`src/rtl/act_pkg.sv`:
```
// Shared types and helpers for the sigmoid activation arbiter.
package act_pkg;

    localparam int unsigned MAX_REQ = 8;
    localparam int unsigned ID_W    = 3;

    localparam logic [15:0] Q8_8_ONE  = 16'h0100;
    localparam logic [15:0] Q8_8_ZERO = 16'h0000;

    typedef enum logic [1:0] {
        IDLE,
        EVAL,
        RESP
    } state_e;

    // First valid index searched from ptr upward, wrapping modulo n.
    function automatic logic [ID_W-1:0] rr_pick(input logic [MAX_REQ-1:0] valid,
                                                 input logic [ID_W-1:0]    ptr,
                                                 input int unsigned         n);
        logic [ID_W-1:0] pick;
        logic            found;
        int unsigned     j;
        pick  = '0;
        found = 1'b0;
        for (int unsigned i = 0; i < MAX_REQ; i++) begin
            j = (32'(ptr) + i) % n;
            if (!found && (i < n) && valid[j[ID_W-1:0]]) begin
                pick  = ID_W'(j);
                found = 1'b1;
            end
        end
        return pick;
    endfunction

endpackage

```
`src/rtl/rr_arbiter.sv`:
```
// Round-robin pick over N_REQ requesters; the last winner becomes lowest priority.
module rr_arbiter
    import act_pkg::*;
#(
    parameter int unsigned N_REQ = 4
) (
    input  logic             clk,
    input  logic             rst_n,
    input  logic             en,
    input  logic [N_REQ-1:0] valid,
    output logic [N_REQ-1:0] grant_c,
    output logic [ID_W-1:0]  idx_c,
    output logic             accept_c
);

    logic [ID_W-1:0]    ptr_q;
    logic [MAX_REQ-1:0] valid_ext;

    assign valid_ext = MAX_REQ'(valid);
    assign idx_c     = rr_pick(valid_ext, ptr_q, N_REQ);
    assign accept_c  = en && (|valid);
    assign grant_c   = accept_c ? (N_REQ'(1) << idx_c) : '0;

    // Pointer moves just past the accepted requester.
    always_ff @(posedge clk or negedge rst_n) begin
        if (!rst_n) begin
            ptr_q <= '0;
        end else if (accept_c) begin
            ptr_q <= (idx_c == ID_W'(N_REQ - 1)) ? '0 : idx_c + ID_W'(1);
        end
    end

endmodule

```
`src/rtl/sigmoid_arbiter.sv`:
```
// Shares one combinational Q8.8 sigmoid unit among N_REQ requesters, with
// saturation bypass for |x| >= SAT_TH and a registered valid/ready response.
module sigmoid_arbiter
    import act_pkg::*;
#(
    parameter int unsigned    N_REQ  = 4,
    parameter int unsigned    DW     = 16,
    parameter logic [DW-1:0]  SAT_TH = DW'(16'h0400)
) (
    input  logic                clk,
    input  logic                rst_n,
    input  logic [N_REQ-1:0]    req_valid,
    input  logic [N_REQ*DW-1:0] req_x,
    output logic [N_REQ-1:0]    req_ready,
    output logic [DW-1:0]       act_x,
    input  logic [DW-1:0]       act_y,
    output logic                rsp_valid,
    output logic [ID_W-1:0]     rsp_id,
    output logic [DW-1:0]       rsp_y,
    input  logic                rsp_ready
);

    state_e          state_q, state_d;
    logic [DW-1:0]   x_q, x_d;
    logic [ID_W-1:0] id_q, id_d;
    logic            rsp_valid_d;
    logic [ID_W-1:0] rsp_id_d;
    logic [DW-1:0]   rsp_y_d;

    logic            grant_en_c;
    logic            accept_c;
    logic [ID_W-1:0] idx_c;
    logic [DW-1:0]   x_sel_c;
    logic            sat_hi_c, sat_lo_c;

    // Grants only in IDLE or while the current response is being consumed.
    assign grant_en_c = rst_n && ((state_q == IDLE) || ((state_q == RESP) && rsp_ready));

    rr_arbiter #(.N_REQ(N_REQ)) u_rr (
        .clk      (clk),
        .rst_n    (rst_n),
        .en       (grant_en_c),
        .valid    (req_valid),
        .grant_c  (req_ready),
        .idx_c    (idx_c),
        .accept_c (accept_c)
    );

    assign x_sel_c  = req_x[32'(idx_c)*DW +: DW];
    assign sat_hi_c = $signed(x_q) >= $signed(SAT_TH);
    assign sat_lo_c = $signed(x_q) <= -$signed(SAT_TH);
    assign act_x    = x_q;

    always_comb begin
        state_d     = state_q;
        x_d         = x_q;
        id_d        = id_q;
        rsp_valid_d = rsp_valid;
        rsp_id_d    = rsp_id;
        rsp_y_d     = rsp_y;
        case (state_q)
            IDLE: begin
                if (accept_c) begin
                    x_d     = x_sel_c;
                    id_d    = idx_c;
                    state_d = EVAL;
                end
            end
            EVAL: begin
                rsp_valid_d = 1'b1;
                rsp_id_d    = id_q;
                if (sat_hi_c)      rsp_y_d = DW'(Q8_8_ONE);
                else if (sat_lo_c) rsp_y_d = DW'(Q8_8_ZERO);
                else               rsp_y_d = act_y;
                state_d = RESP;
            end
            RESP: begin
                if (rsp_ready) begin
                    rsp_valid_d = 1'b0;
                    if (accept_c) begin
                        x_d     = x_sel_c;
                        id_d    = idx_c;
                        state_d = EVAL;
                    end else begin
                        state_d = IDLE;
                    end
                end
            end
            default: state_d = IDLE;
        endcase
    end

    always_ff @(posedge clk or negedge rst_n) begin
        if (!rst_n) begin
            state_q   <= IDLE;
            x_q       <= '0;
            id_q      <= '0;
            rsp_valid <= 1'b0;
            rsp_id    <= '0;
            rsp_y     <= '0;
        end else begin
            state_q   <= state_d;
            x_q       <= x_d;
            id_q      <= id_d;
            rsp_valid <= rsp_valid_d;
            rsp_id    <= rsp_id_d;
            rsp_y     <= rsp_y_d;
        end
    end

endmodule

```
`config.mk`:
```
export PLATFORM = sky130hd
export DESIGN_NAME = sigmoid_arbiter
export DESIGN_NICKNAME = d
export VERILOG_FILES = /design/src/rtl/act_pkg.sv /design/src/rtl/rr_arbiter.sv /design/src/rtl/sigmoid_arbiter.sv
export SDC_FILE = /design/constraint.sdc
export NUM_CORES = 1
export LEC_CHECK = 0
export BUFFER_PORTS_ARGS = -buffer_cell sky130_fd_sc_hd__buf_2
export CAP_MARGIN = 10
export CORE_UTILIZATION = 40
export DETAILED_ROUTE_END_ITERATION = 6
export MAX_ROUTING_LAYER = met4
export PLACE_DENSITY = 0.77
export SLEW_MARGIN = 20
export SYNTH_ARGS = -nofsm -noshare
export SYNTH_HDL_FRONTEND = slang
export SYNTH_SLANG_ARGS = --single-unit
```
`constraint.sdc`:
```
create_clock -name clk -period 1.7 [get_ports clk]
set_input_delay 0.34 -clock clk [delete_from_list [all_inputs] [get_ports clk]]
set_output_delay 0.34 -clock clk [all_outputs]
set_load 0.1 [all_outputs]
```
---- Word-level counts from Yosys, hierarchy flattened ----
Index checks and enable logic that the tools add are counted.
storage, ports and cells
  register bits ........................... 43
  bits in latches ......................... 0
  RAM bits ................................ 0
  ROM bits ................................ 0
  bits of input ports ..................... 87
  output and inout port bits .............. 40
  word-level logic and storage cells ...... 72
  memories ................................ 0
cells by class
  add/sub/neg operators ................... 4
  $mul .................................... 0
  divide/modulo/power cells ............... 0
  magnitude comparators ................... 6
  eq/ne operators ......................... 5
  shift-type cells ........................ 2
  multiplexer cells ....................... 31
  bitwise logic cells ..................... 0
  reduce and logical (&&, ||, !) cells .... 17
operators with widths
  kind                  count
  $mux 16               4
  $shiftx 64x8->16      1
  $pmux 16 s2           1
  $ge 16x12->1 const B  1
  $le 16x11->1 const B  1
  $lt 2x4->1 const B    4
  $mux 3                5
  $mux 1                9
  $bmux 1 s2            4
  $mux 2                4
  $logic_and 1x1->1     6
  $pmux 2 s3            1
  $pmux 3 s2            1
  $reduce_and 2->1      3
  $add 2x1->2 const B   2
  $add 2x2->2 const B   2
  $mux 4                1
  $reduce_bool 2->1     2
  $reduce_or 4->1       1
  $shl 1x3->4 const A   1
  $eq 3x2->1 const B    1
  $logic_not 1->1       3
  $eq 2x1->1 const B    1
  $eq 2x2->1 const B    1
  other kinds (5)       5

---- Depth between registers and ports, before layout ----
  depth in word-level cells ............... 16
  gate-level depth with buffers ........... 8
  mapped depth without buffers ............ 6

---- By module ----
Synthesis repeated with hierarchy kept, for this count alone.
second synthesis, totals
  cells, all modules ...................... 159
  area total of the unflattened synthesis .. 2235.9 um2
modules (own cells, without submodules)
  module           times used  cells an instance  area each (um2)  sequential area each (um2)
  sigmoid_arbiter  1           130                1960.6           1026.0
  rr_arbiter       1           29                 275.3            50.0

---- Worst setup path before layout ----
Ideal clock, no wire load.
  kind .................................... in2out
  start ................................... input req_valid[3]
  end ..................................... output req_ready[2]
  arrival time ............................ 3316 ps
  data required time ...................... 1360 ps
  slack ................................... -1956 ps
  stages on the path ...................... 6
  buffers on the path ..................... 2
  path through ............................ buf_2 > nor2_1 > nand4b_1 > clkbuf_1 > nand2_1 > nor3_1
between the ends
  word-level cells in the longest chain between the ends .. 14
  elaborated cells between the ends (all ways) .. 25
  those cells by class .................... 1 x shift; 16 x mux; 8 x reduce/logical
RTL lines
  item                          line                   RTL
  from (decl)                   sigmoid_arbiter.sv:12  input logic [N_REQ-1:0] req_valid,
  $bmux 1 s2                    act_pkg.sv:27          if (!found && (i < n) && valid[j[ID_W-1:0]]) begin
  $mux 1 (not written as such)  act_pkg.sv:27
  $mux 1                        act_pkg.sv:27
  $logic_not 1->1               act_pkg.sv:27
  $logic_and 1x1->1             act_pkg.sv:27
  $mux 1                        act_pkg.sv:27
  $logic_not 1->1               act_pkg.sv:27
  $logic_and 1x1->1             act_pkg.sv:27
  $mux 1                        act_pkg.sv:27
  $logic_not 1->1               act_pkg.sv:27
  $logic_and 1x1->1             act_pkg.sv:27
  $mux 3                        act_pkg.sv:27
  $shl 1x3->4                   rr_arbiter.sv:22       assign grant_c = accept_c ? (N_REQ'(1) << idx_c) : '0;
  $mux 4 *                      rr_arbiter.sv:22
  to (decl)                     sigmoid_arbiter.sv:14  output logic [N_REQ-1:0] req_ready,
Mark *: on every way between the ends. The rest lies on a longest branch, timed or not. The select of a mux whose other input is x is not followed.

---- Final worst setup path ----
  start ................................... register u_rr.ptr_q[1]
  end ..................................... output req_ready[2]
between the ends
  word-level cells in the longest chain between the ends .. 14
  elaborated cells between the ends (all ways) .. 26
  those cells by class .................... 3 x add/sub; 1 x shift; 16 x mux; 6 x reduce/logical
RTL lines
  item                                                                  line              RTL
  from (decl)                                                           rr_arbiter.sv:16  logic [ID_W-1:0] ptr_q;
  from (signal assigned)                                                rr_arbiter.sv:29  ptr_q <= (idx_c == ID_W'(N_REQ - 1)) ? '0 : idx_c + ID_W'(1);
  parallel branches: the longest is 11 deep, another holds $add 2x1->2  --
  $mux 3 *                                                              act_pkg.sv:27
  $shl 1x3->4 *                                                         rr_arbiter.sv:22
  $mux 4 *                                                              rr_arbiter.sv:22
Every way passes the cells marked *. The select of a mux whose other input is x is not followed.

==> run_results.csv <==
group,metric,value,unit
final_layout,area_growth_syn_to_layout,63.2,%
outcome,violations,"negative setup slack",
floorplanning,die_h,77.0,um
clock_tree,clock_sinks,41,
synth,syn-cell-area,0.00225,mm2
floorplanning,die_w,77.0,um
pwr,leakagePower,1.84,nW
synth,synth-simple-area-share,0.143,
floorplanning,rows,26,
placement,post-place-ws,-0.244,ns
sta,rsz0062_at_grt,"yes",
placement,portBuffers,125,
min_path,min_path_type,"input pin to async pin",
final_layout,layout-drive-gt1-share,0.591,
global_route,track_usage,0.265,
synth,synth_top_area_cell,"dfrtp_1",
synth,synth_top_family_by_area,"compound AO/OA/AOI/OAI gates",
synth,synth.avg_cell_area,9.66,um2
synth,synth_compound_area_frac,0.331,
sta,slew_headroom,0.611,
setup_path,cp-end-kind,"output pin",
clock_tree,clk_path_buf_depth,2,
placement,gp_congestion,0.916,
setup_path,crit_required,1.36,ns
synth,synth.top_cells.by_area,"dfrtp_1 (46%), a22o_1 (5.8%), a221o_1 (5.3%), a21oi_1 (4.9%), o22a_1 (4.7%)",
global_route,grt_pass1_vias,2523,
synth,synth_enable_flop_cells,0,
detailed_routing,drc,0,
global_route,grt.overflow.total,0,
setup_path,critPathMaxFanout,6,
synth,ys_ff_latch,41,
global_route,antenna_found_initial,0,
sta,fmax,0.504,GHz
sta,min_period_over_period,1.17,
global_route,grt_pass1_wl,11.9,mm
sta,slew_viol_final,0,
synth,yosys_warnings,0,
sta,worst_pin_slew,0.584,ns
placement,dp_hpwl,5.49,mm
synth,synthTopCellsByCount,"dfrtp_1 (41), a21oi_1 (22), o21ai_0 (17)",
final_layout,final_util,0.697,
outcome,outcome,"finished with violations",
pwr,ir_worst_vdd,1240,uV
clock_tree,cts_max_level,2,
synth,ys_seq_area_frac,0.456,
detailed_routing,vias,2617,
synth,netlist_instances,233,
floorplanning,io_pins,127,
detailed_routing,avgRoutedWirePerCell,16.0,um
floorplanning,dieArea,0.00593,mm2
detailed_routing,first_pass_iters,4,
pwr,p_per_area,2170,mW/mm2
final_layout,design_area,0.00367,mm2
clock_tree,clk_pin_slew,0.08,ns
sta,fin_ws,-0.283,ns
detailed_routing,wirelength,7.56,mm
setup_path,worst-r2r-setup-slack,-0.22,ns
clock_tree,insertion_delay,0.29,ns
placement,dpl_cell_area,0.00336,mm2
synth,synthMuxAreaShare,0.0100,
sta,clock_skew,0.00229,ns
floorplanning,coreArea,0.00527,mm2
detailed_routing,via_per_inst,5.53,
synth,synth_xor_area_frac,0,
synth,synth_fa_ha_area_frac,0,
synth,synth_nets,320,
final_layout,n_antenna_cell,0,
synth,ys_async_sr_fraction,1.00,
clock_tree,root_buffer,"clkbuf_8",
sta,finalSetupViolCount,35,
synth,synthFlopType,"dfrtp_1",
global_route,grt_max_degree,42,
floorplanning,start_util,0.427,
final_layout,nets,489,
setup_path,startpoint_type,"register",
synth,yosysMostFrequentCell,"dfrtp_1",
clock_tree,cts_made_buffers,5,
detailed_routing,ant_nets,0,
detailed_routing,detail_route.iter0.violations,81,
setup_path,worstSetupPathType,"register to output pin",
setup_path,crit_arrival,1.64,ns
synth,ys_types,42,
run,maxCapViolCount,0,
sta,hold_violations,0,
synth,synth_top_cell_area_share,0.456,
sta,min_period,1.98,ns
clock_tree,tritoncts,"yes",
==> path summary, 6_finish.rpt <==
check                              start      endpoint  cells after the start
min                                rst_n      rsp_y[2]                      2
min reg2reg                      id_q[1]       id_q[1]                      2
max reg2reg                u_rr.ptr_q[1]     act_x[12]                      7
max                        u_rr.ptr_q[1]  req_ready[2]                      4
min in group clk               act_y[15]     rsp_y[15]                      2
max in group asynchronous          rst_n      act_x[4]                      2
==> layout by cell type, fill, tap and decap left out, types with 4 or more instances in the layout <==
master / n
a21boi_1: 4
o21ai_0: 17
a22o_1: 15
nand2b_1: 4
clkbuf_8: 6
o21ai_1: 5
and3_1: 4
buf_4: 50
dfrtp_2: 14
nand3_1: 13
a221o_1: 12
nand2_1: 8
buf_12: 7
a21oi_1: 19
nor2_1: 10
buf_2: 122
inv_1: 4
o22a_1: 12
dfrtp_1: 25
==> worst max-delay path, stage by stage (launching register included) <==
cell and delay, ns:
dfrtp_2 0.45, or4_4 0.58, nand2_4 0.10, nor3_4 0.05, buf_12 0.17
==> area by class of cell <==
class                   instances  area [um2]
clock buffers                   6        82.6
clock inverters                 2        13.8
flip-flops and latches         41        1050
repair buffers                182        1160
inverters                       5        18.8
well taps                      70        87.6
multi-input cells             167        1260
fillers                       414        1600
==> sequential cells by signal, summed over array words and instances (netlist names) <==
signal      cells
rsp_valid       1
state_q         2
u_rr.ptr_q      2
rsp_y          16
act_x          16
id_q            2
rsp_id          2
==> per-stage QoR <==
stage	power, mW	hold slack [ns]	cells	TNS (ns)
global route	8.28	0.174	473	-7.50
global placement	6.92	0.453	451	-4.63
CTS	7.87	0.148	465	-4.87
detailed placement	6.99	0.464	451	-5.86
finish	7.95	0.143	473	-5.60
floorplan	5.68	0.0444	233	-4.91
==> logic make-up (layout without fill, tap and decap cells) <==
| logic type | count (synthesis) | after routing |
|---|---|---|
| AOI/OAI and AO/OA | 103 | 103 |
| other | 1 | 1 |
| muxes | 2 | 2 |
| and+or+nand+nor | 60 | 61 |
| buffers and inverters | 26 | 195 |
| DFF | 41 | 41 |
==> metal layers <==
layer  global-route usage  vias to the layer above  share of wire
met1                0.317                     1245           0.42
met3               0.0405                       11          0.068
met2                0.459                      132           0.50
met4               0.0774                        0          0.014
met5                    -                        -              0
li1                     -                     1229              -
==> where the power goes <==
group,switching [mW],internal [mW],leakage (nW)
clock network,0.334,0.329,0.0512
logic,4.05,1.53,1.30
registers,0.284,1.43,0.491
total,4.67,3.28,1.84
==> timing repair <==
| item | 4_1_cts | 5_1_grt |
|---|---|---|
| setup buffers | 5 | 8 |
| hold endpoints to repair | 0 | 0 |
| endpoints found under the setup margin | 37 | 36 |
| hold buffers | 0 | 0 |
| gates resized for setup | 20 | 4 |
| cloned | 1 | 0 |
| pin swaps | 6 | 5 |
No activity file was read; power rests on OpenSTA's default activity.
